[config.mk]
export PLATFORM = sky130hd
export DESIGN_NAME = traffic_light_monitor
export DESIGN_NICKNAME = d
export VERILOG_FILES = /design/src/rtl/traffic_light_monitor.sv
export SDC_FILE = /design/constraint.sdc
export NUM_CORES = 1
export LEC_CHECK = 0
export CAP_MARGIN = 20
export CORE_UTILIZATION = 35
export CTS_CLUSTER_DIAMETER = 40
export DETAILED_ROUTE_END_ITERATION = 6
export GPL_TIMING_DRIVEN = 1
export HOLD_SLACK_MARGIN = 0.03
export PLACE_DENSITY = 0.68
export SYNTH_ARGS = -nofsm -noshare
export SYNTH_HDL_FRONTEND = slang
export SYNTH_SLANG_ARGS = --single-unit
[constraint.sdc]
create_clock -name clk -period 3.65 [get_ports clk]
set_input_delay 1.095 -clock clk [delete_from_list [all_inputs] [get_ports clk]]
set_output_delay 1.095 -clock clk [all_outputs]
set_load 0.01 [all_outputs]
[src/rtl/traffic_light_monitor.sv]
`default_nettype none
// ============================================================================
// Module   : traffic_light_monitor
// Purpose  : Passive protocol checker for a six-lamp intersection controller.
//            Decodes the current phase from the lamp vector and checks lamp
//            encoding, NS/EW conflict, phase ordering and per-phase dwell
//            measured in 1 Hz ticks.
// Ports    : clk, reset            - clock, synchronous active-high reset
//            tick_1hz              - one-clk 1 Hz pulse shared with controller
//            ns_g/ns_y/ns_r        - NS lamps under observation
//            ew_g/ew_y/ew_r        - EW lamps under observation
//            phase[1:0]            - last legal phase (0 NS_G,1 NS_Y,2 EW_G,3 EW_Y)
//            locked                - a legal transition seen since reset
//            err / err_code[2:0]   - sticky error flag / first violation code
//            err_pulse             - one-cycle pulse per violating sample
//            cycle_count[15:0]     - saturating count of EW_Y->NS_G while locked
// Revision : 1.0 - initial release
// ============================================================================
module traffic_light_monitor #(
  parameter int G_TICKS = 5,
  parameter int Y_TICKS = 2
) (
  input  logic        clk,
  input  logic        reset,
  input  logic        tick_1hz,
  input  logic        ns_g,
  input  logic        ns_y,
  input  logic        ns_r,
  input  logic        ew_g,
  input  logic        ew_y,
  input  logic        ew_r,
  output logic [1:0]  phase,
  output logic        locked,
  output logic        err,
  output logic [2:0]  err_code,
  output logic        err_pulse,
  output logic [15:0] cycle_count
);

  typedef enum logic [1:0] {
    PH_NS_G = 2'd0,
    PH_NS_Y = 2'd1,
    PH_EW_G = 2'd2,
    PH_EW_Y = 2'd3
  } phase_t;

  localparam int MAX_TICKS = (G_TICKS > Y_TICKS) ? G_TICKS : Y_TICKS;
  // Dwell saturates at limit+1, so room is needed for MAX_TICKS+1.
  localparam int DW = $clog2(MAX_TICKS + 2);
  localparam logic [DW-1:0] G_LIM = DW'(G_TICKS);
  localparam logic [DW-1:0] Y_LIM = DW'(Y_TICKS);

  localparam logic [2:0] ERR_NONE     = 3'd0;
  localparam logic [2:0] ERR_CONFLICT = 3'd1;
  localparam logic [2:0] ERR_ENCODING = 3'd2;
  localparam logic [2:0] ERR_SEQUENCE = 3'd3;
  localparam logic [2:0] ERR_SHORT    = 3'd4;
  localparam logic [2:0] ERR_OVERSTAY = 3'd5;

  phase_t          phase_q, phase_d;
  logic [DW-1:0]   dwell_q, dwell_d;
  logic            locked_q, locked_d;
  logic            first_q, first_d;
  logic            err_q, err_d;
  logic [2:0]      err_code_q, err_code_d;
  logic            err_pulse_q, err_pulse_d;
  logic [15:0]     cycle_q, cycle_d;

  // Decode of the sampled lamp vector
  logic [5:0]      lamps;
  logic            conflict;
  logic            legal;
  phase_t          dec_phase;

  always_comb begin
    lamps     = {ns_g, ns_y, ns_r, ew_g, ew_y, ew_r};
    conflict  = !ns_r && !ew_r;
    legal     = 1'b1;
    dec_phase = PH_NS_G;
    case (lamps)
      6'b100001: dec_phase = PH_NS_G;
      6'b010001: dec_phase = PH_NS_Y;
      6'b001100: dec_phase = PH_EW_G;
      6'b001010: dec_phase = PH_EW_Y;
      default:   legal     = 1'b0;
    endcase
  end

  // Checking and next-state logic
  logic [DW-1:0] limit_held;
  phase_t        succ_phase;
  logic [2:0]    code;

  always_comb begin
    phase_d    = phase_q;
    dwell_d    = dwell_q;
    locked_d   = locked_q;
    first_d    = first_q;
    cycle_d    = cycle_q;
    code       = ERR_NONE;
    limit_held = (phase_q == PH_NS_G || phase_q == PH_EW_G) ? G_LIM : Y_LIM;
    succ_phase = phase_t'(phase_q + 2'd1);

    // Illegal samples hold all tracking state and ignore the tick.
    if (conflict) begin
      code = ERR_CONFLICT;
    end else if (!legal) begin
      code = ERR_ENCODING;
    end else begin
      first_d = 1'b0;
      if (dec_phase == phase_q) begin
        if (tick_1hz) begin
          if (locked_q && dwell_q == limit_held) begin
            code = ERR_OVERSTAY;
          end
          if (dwell_q < limit_held + DW'(1)) begin
            dwell_d = dwell_q + DW'(1);
          end
        end
      end else begin
        // Any phase change restarts dwell; a coincident tick counts
        // towards the new phase.
        phase_d = dec_phase;
        dwell_d = tick_1hz ? DW'(1) : '0;
        if (!first_q) begin
          if (dec_phase != succ_phase) begin
            code = ERR_SEQUENCE;
          end else begin
            // The phase in force at lock time may have been partial,
            // so SHORT only applies once already locked.
            if (locked_q && dwell_q < limit_held) begin
              code = ERR_SHORT;
            end
            locked_d = 1'b1;
            if (phase_q == PH_EW_Y && cycle_q != 16'hFFFF) begin
              cycle_d = cycle_q + 16'd1;
            end
          end
        end
      end
    end

    err_pulse_d = (code != ERR_NONE);
    err_d       = err_q;
    err_code_d  = err_code_q;
    if (code != ERR_NONE && !err_q) begin
      err_d      = 1'b1;
      err_code_d = code;
    end
  end

  always_ff @(posedge clk) begin
    if (reset) begin
      phase_q     <= PH_NS_G;
      dwell_q     <= '0;
      locked_q    <= 1'b0;
      first_q     <= 1'b1;
      err_q       <= 1'b0;
      err_code_q  <= ERR_NONE;
      err_pulse_q <= 1'b0;
      cycle_q     <= 16'd0;
    end else begin
      phase_q     <= phase_d;
      dwell_q     <= dwell_d;
      locked_q    <= locked_d;
      first_q     <= first_d;
      err_q       <= err_d;
      err_code_q  <= err_code_d;
      err_pulse_q <= err_pulse_d;
      cycle_q     <= cycle_d;
    end
  end

  assign phase       = phase_q;
  assign locked      = locked_q;
  assign err         = err_q;
  assign err_code    = err_code_q;
  assign err_pulse   = err_pulse_q;
  assign cycle_count = cycle_q;

endmodule
`default_nettype wire

* Yosys cells after proc, flatten, opt, wreduce, memory -nomap -nowiden
Index checks and enable logic that the tools add are counted.
** Cells by class
- Add/sub/neg operators :: 4
- Magnitude comparators :: 2
- Equal/unequal tests :: 12
- Mux-type cells :: 15
- Bitwise operators :: 4
- Reductions and logical operators :: 17
** Operators by type and width (number)
- 2-to-1 mux 3 bit :: 12
- adder 16 x 1 -> 16 bit (second input constant) :: 1
- != test 16 bit (second input constant) :: 1
- equality test 6 x 4 -> 1 bit (second input constant) :: 2
- adder 3 x 1 -> 3 bit (second input constant) :: 2
- equality test 6 x 5 -> 1 bit (second input constant) :: 1
- equality test 6 bit (second input constant) :: 1
- < comparator 3 bit :: 2
- one-hot mux 2 bit (3 select lines) :: 1
- AND reduction 6 bit :: 1
- logical AND 1 bit :: 5
- AND reduction 5 bit :: 1
- equality test 2 bit (second input constant) :: 2
- NOT 1 bit :: 4
- AND reduction 4 bit :: 1
- OR reduction 4 bit :: 1
- equality test 3 bit :: 1
- logical NOT 1 bit :: 3
- AND reduction 3 bit :: 1
- nonzero test 3 bit :: 1
- adder 2 x 1 -> 2 bit (second input constant) :: 1
- equality test 2 bit :: 1
- logical NOT 2 bit :: 1
- 2-to-1 mux 1 bit :: 2
- other kinds (5) :: 5
** Storage, ports and cells
- Bits in registers :: 28
- Bits of input ports :: 9
- Output and inout bits :: 24
- Word-level logic and storage cells :: 62

* Logic depth before layout (Yosys ltp)
Gate-level depths: netlist (run 1).
- Word-level depth :: 13
- Mapped depth :: 11
- Depth with buffers taken out :: 11

* Worst setup path before layout (run 1)
Ideal clock, no wire load.
- Kind :: in2reg
- Start :: input ns_y
- End :: register cycle_q[9] (netlist: cycle_count[9])
- Library setup time :: 0.123 ns
- Arrival time :: 2.943 ns
- Required time :: 3.527 ns
- Path slack :: 0.583 ns
- Stages on the path :: 7
- Path through :: or3b_1 -> o31a_1 -> nor3_4 -> o2111ai_2 -> nor3_4 -> nand4_1 -> mux2_1
** On the way
- Longest elaborated chain between the ends :: 5
- Elaborated cells on any way between the ends :: 12
** RTL lines
- from (decl) :: RTL line 27 : input logic ns_y,
- equality test 6 x 4 -> 1 bit / equality test 6 x 5 -> 1 bit (equally long branches) :: RTL line 80 : case (lamps)
- one-hot mux 2 bit (3 select lines) :: RTL line 80
- != test 2 bit / equality test 2 bit (equally long branches) :: RTL line 126, 111
- NOT 1 bit (no source line)
- AND reduction 6 bit (no source line) *
- to (signal assigned) :: RTL line 170 : cycle_q <= cycle_d;
- to (decl) :: RTL line 67 : logic [15:0] cycle_q, cycle_d;
Mark *: on every way between the ends. The rest lies on a longest branch, timed or not.
A chain may end at the register's enable or synchronous reset.

* Worst setup path after layout (run 1)
- Start :: input ns_y
- End :: register cycle_q[13] (netlist: cycle_count[13])
Same word-level chain as after synthesis.

==> results of run 1 <==
## path summary, 6_finish.rpt
| check | startpoint | to | slack [ps] |
|---|---|---|---|
| max | ns_y | cycle_count[13] | 310 |
| min | err_code[2] | err_code[2] | 500 |
| max reg2reg | phase[0] | dwell_q[0] | 1120 |
| min reg2reg | err_code[2] | err_code[2] | 500 |
## placed cells by master (no fill, tap or decap), types with 2 or more instances in the layout
| cell type | Yosys | layout |
|---|---|---|
| nand2_1 | 11 | 11 |
| and4bb_2 | 2 | 2 |
| nor3b_1 | 4 | 4 |
| dfxtp_1 | 28 | 28 |
| or2_2 | 2 | 2 |
| xnor2_1 | 14 | 14 |
| a2111oi_0 | 2 | 2 |
| o21ai_0 | 7 | 7 |
| nand2b_1 | 4 | 4 |
| ha_1 | 9 | 9 |
| a21oi_1 | 9 | 9 |
| buf_4 | 0 | 15 |
| nor2_1 | 30 | 30 |
| inv_1 | 9 | 9 |
| nand3_1 | 8 | 8 |
| nor2b_1 | 4 | 4 |
| nand4_1 | 5 | 5 |
| nor3_1 | 12 | 12 |
| a21o_1 | 2 | 2 |
| mux2_2 | 2 | 2 |
| a31oi_1 | 2 | 2 |
| nor3_4 | 2 | 2 |
| or3_1 | 2 | 2 |
| clkdlybuf4s50_1 | 0 | 32 |
| and3_1 | 3 | 3 |
| clkbuf_8 | 0 | 3 |
## power by group through the flow
| stage | Combinational, mW | Sequential (mW) | Clock (mW) |
|---|---|---|---|
| 6_report | 0.0724 | 0.316 | 0.245 |
| 5_1_grt | 0.0802 | 0.317 | 0.266 |
| 4_1_cts | 0.0729 | 0.316 | 0.255 |
| 3_5_place_dp | 0.0720 | 0.323 | 0 |
| 3_3_place_gp | 0.0714 | 0.323 | 0 |
| 2_1_floorplan | 0.0348 | 0.323 | 0 |
## registers in the layout, summed over array words and instances, names as in the netlist
name,cells
locked,1
cycle_count,16
err_code,3
dwell_q,3
err_pulse,1
first_q,1
phase,2
err,1
## worst reg2reg max path, stage by stage, from the launching register on
cell       delay, ps
dfxtp_1          430
inv_1            110
ha_1             200
or2_2            330
inv_1             90
ha_1             250
a311o_1          330
o21ba_2          280
nor3_1            60
a2111oi_0        340
## final cells by class
cell class	count	area (sq um)	share of cell area
Multi-Input combinational cell	155	1015	0.4658
Clock inverter	1	30.03	0.01379
Inverter	9	33.78	0.01551
Sequential cell	28	560.5	0.2573
Clock buffer	3	41.29	0.01895
Tap cell	52	65.06	0.02987
Timing Repair Buffer	47	432.9	0.1987
## logic make-up (layout without fill, tap and decap cells)
group | Yosys count | in the layout | share of synthesized area
compound gates | 32 | 32 | 0.1329
buf+inv | 14 | 60 | 0.03302
mux | 3 | 3 | 0.02074
xor+xnor | 15 | 15 | 0.08065
simple gates | 96 | 96 | 0.3195
flops | 28 | 28 | 0.3441
fa+ha+maj | 9 | 9 | 0.06913
## per-stage QoR
stage | instance area [sq um] | util | total power [mW]
after global routing | 2178 | 0.4935 | 0.6627
after global placement | 2107 | 0.4773 | 0.3944
final | 2178 | 0.4935 | 0.6335
after detailed placement | 2107 | 0.4773 | 0.3951
after CTS | 2178 | 0.4935 | 0.6435
after floorplan | 1629 | - | 0.3583
## routing by layer
layer  global-route usage  vias to the layer above
met5                    0                        -
met3              0.02020                        2
li1                     -                      789
met2               0.2402                       33
met1               0.2227                      698
met4              0.06222                        0
==> reports/metrics.cfg, run 1 <==
[yosys]
yosys_warnings = 0
yosys-top-cells-area = dfxtp_1 34%, xnor2_1 7.5%, ha_1 6.9%
synth_area_sq_um = 1629
synth_most_common_cell = nor2_1
syn_area_per_cell_sq_um = 8.269
synth_top_flop_cell = dfxtp_1
synth_top_area_frac = 0.3441
synthArstFlopShare = 0
ys_seq_area_frac = 0.3441
synth_nets = 215
yosysUniqueCellTypes = 44
synth_edf_count = 0
yosys.area.top_type = dfxtp_1
yosys_register_bits = 28
synthTopCellsByCount = 30 x nor2_1, 28 x dfxtp_1, 14 x xnor2_1
synthCells = 197

[placed_design]
portBuffers = 32
dp.cells = 291
dp_hpwl_um = 2806
pre_cts_ws_ps = 29.47
place_congestion = 0.8786

[global_route]
grt_usage = 0.1572
grt_first_pass_wirelength_um = 6313
grt_max_degree = 22
antenna_found_initial = 0
overflow = 0
grt_pass1_vias = 1436

[final_layout]
area_delta_synth_final_pct = 33.72
drive_gt1_frac = 0.1235
final_cells = 295
nets = 262
diodes = 0
fillerInstances = 433

[drt]
wl_um = 3633
viasPerCell = 5.159
drc = 0
wl_met1_um = 1789
wl_per_cell_um = 12.32
drt_iter0_markers = 57
route.met3.wl_um = 104
drt_first_pass_iters = 4
vias = 1522
routed.top_layer = met4
wl_met2_um = 1727
ant_nets = 0

[cts]
hold_buffers = 0
cts_tree = done
postCtsResizedCells = 0
cts_buffers = 3
root_buffer = clkbuf_8
clkTransAtPathRegs_ps = 100
cts.path.max_buffers = 2
cts_setup_buffers = 0
cts.sinks = 28
insertion_delay_ps = 280
htreeDepth = 1

[floorplanning]
start_util = 0.3690
die_w_um = 70.23
ios = 33
die_area_sq_um = 4932
die_h_um = 70.23
core_area_sq_um = 4414
num_rows = 24

[timing]
tns_ps = 0
maxSlewHeadroom = 0.6464
min_period_over_period = 0.9159
finalCriticalPeriod_ps = 3343
clock_skew_ps = 6.665
setup_ws_ps = 307.1
grt_setup_unrepaired = no
tightestPinTransition_ps = 528.5
slew_violations = 0
max_freq_mhz = 299.1
whs_ps = 499.9
hold_viol_final = 0
setup_violations = 0

[critical_path]
cp_num_buf_inv = 2
worstSetupEndpointType = flip-flop
critPathMaxFanout = 11
crit_cells = 9
arrival_ps = 3520
crit_family = simple AND/OR/NAND/NOR gates
path_cells = clkdlybuf4s50_1, or3b_1, o31a_1, nor3_4, o2111ai_2, buf_4, nor2_1, nand4_1, mux2_2
path_class = input pin to flip-flop
crit_path_top_delay_cell = clkdlybuf4s50_1
startpoint_type = input pin
ff2ff_path_depth = 9
worst-endpoint-required_ps = 3830
slowest_delay_ps = 450

[min_path]
hold_depth = 2
min_path_type = flip-flop to flip-flop

[power_and_ir_drop]
p_seq_frac = 0.499
powerDensity_nw_per_um2 = 290.8
switching_share = 0.2196
p_leak_nw = 0.7778
combinationalPowerShare = 0.114
p_int_mw = 0.4944
pwr-share-clk = 0.387
vdd_ir_drop_max_mv = 0.1708
p_switching_mw = 0.1391

[outcome]
status = finished clean

[job]
maxCapViolCount = 0

Note: power is estimated with default switching activity, not from simulation.
==> run 2: changes to the inputs <==
Settings changed: ABC_CLOCK_PERIOD_IN_PS from default to 3650.
==> results of run 2 <==
No change in the layout: final DEF, timing and power equal those of run 1.
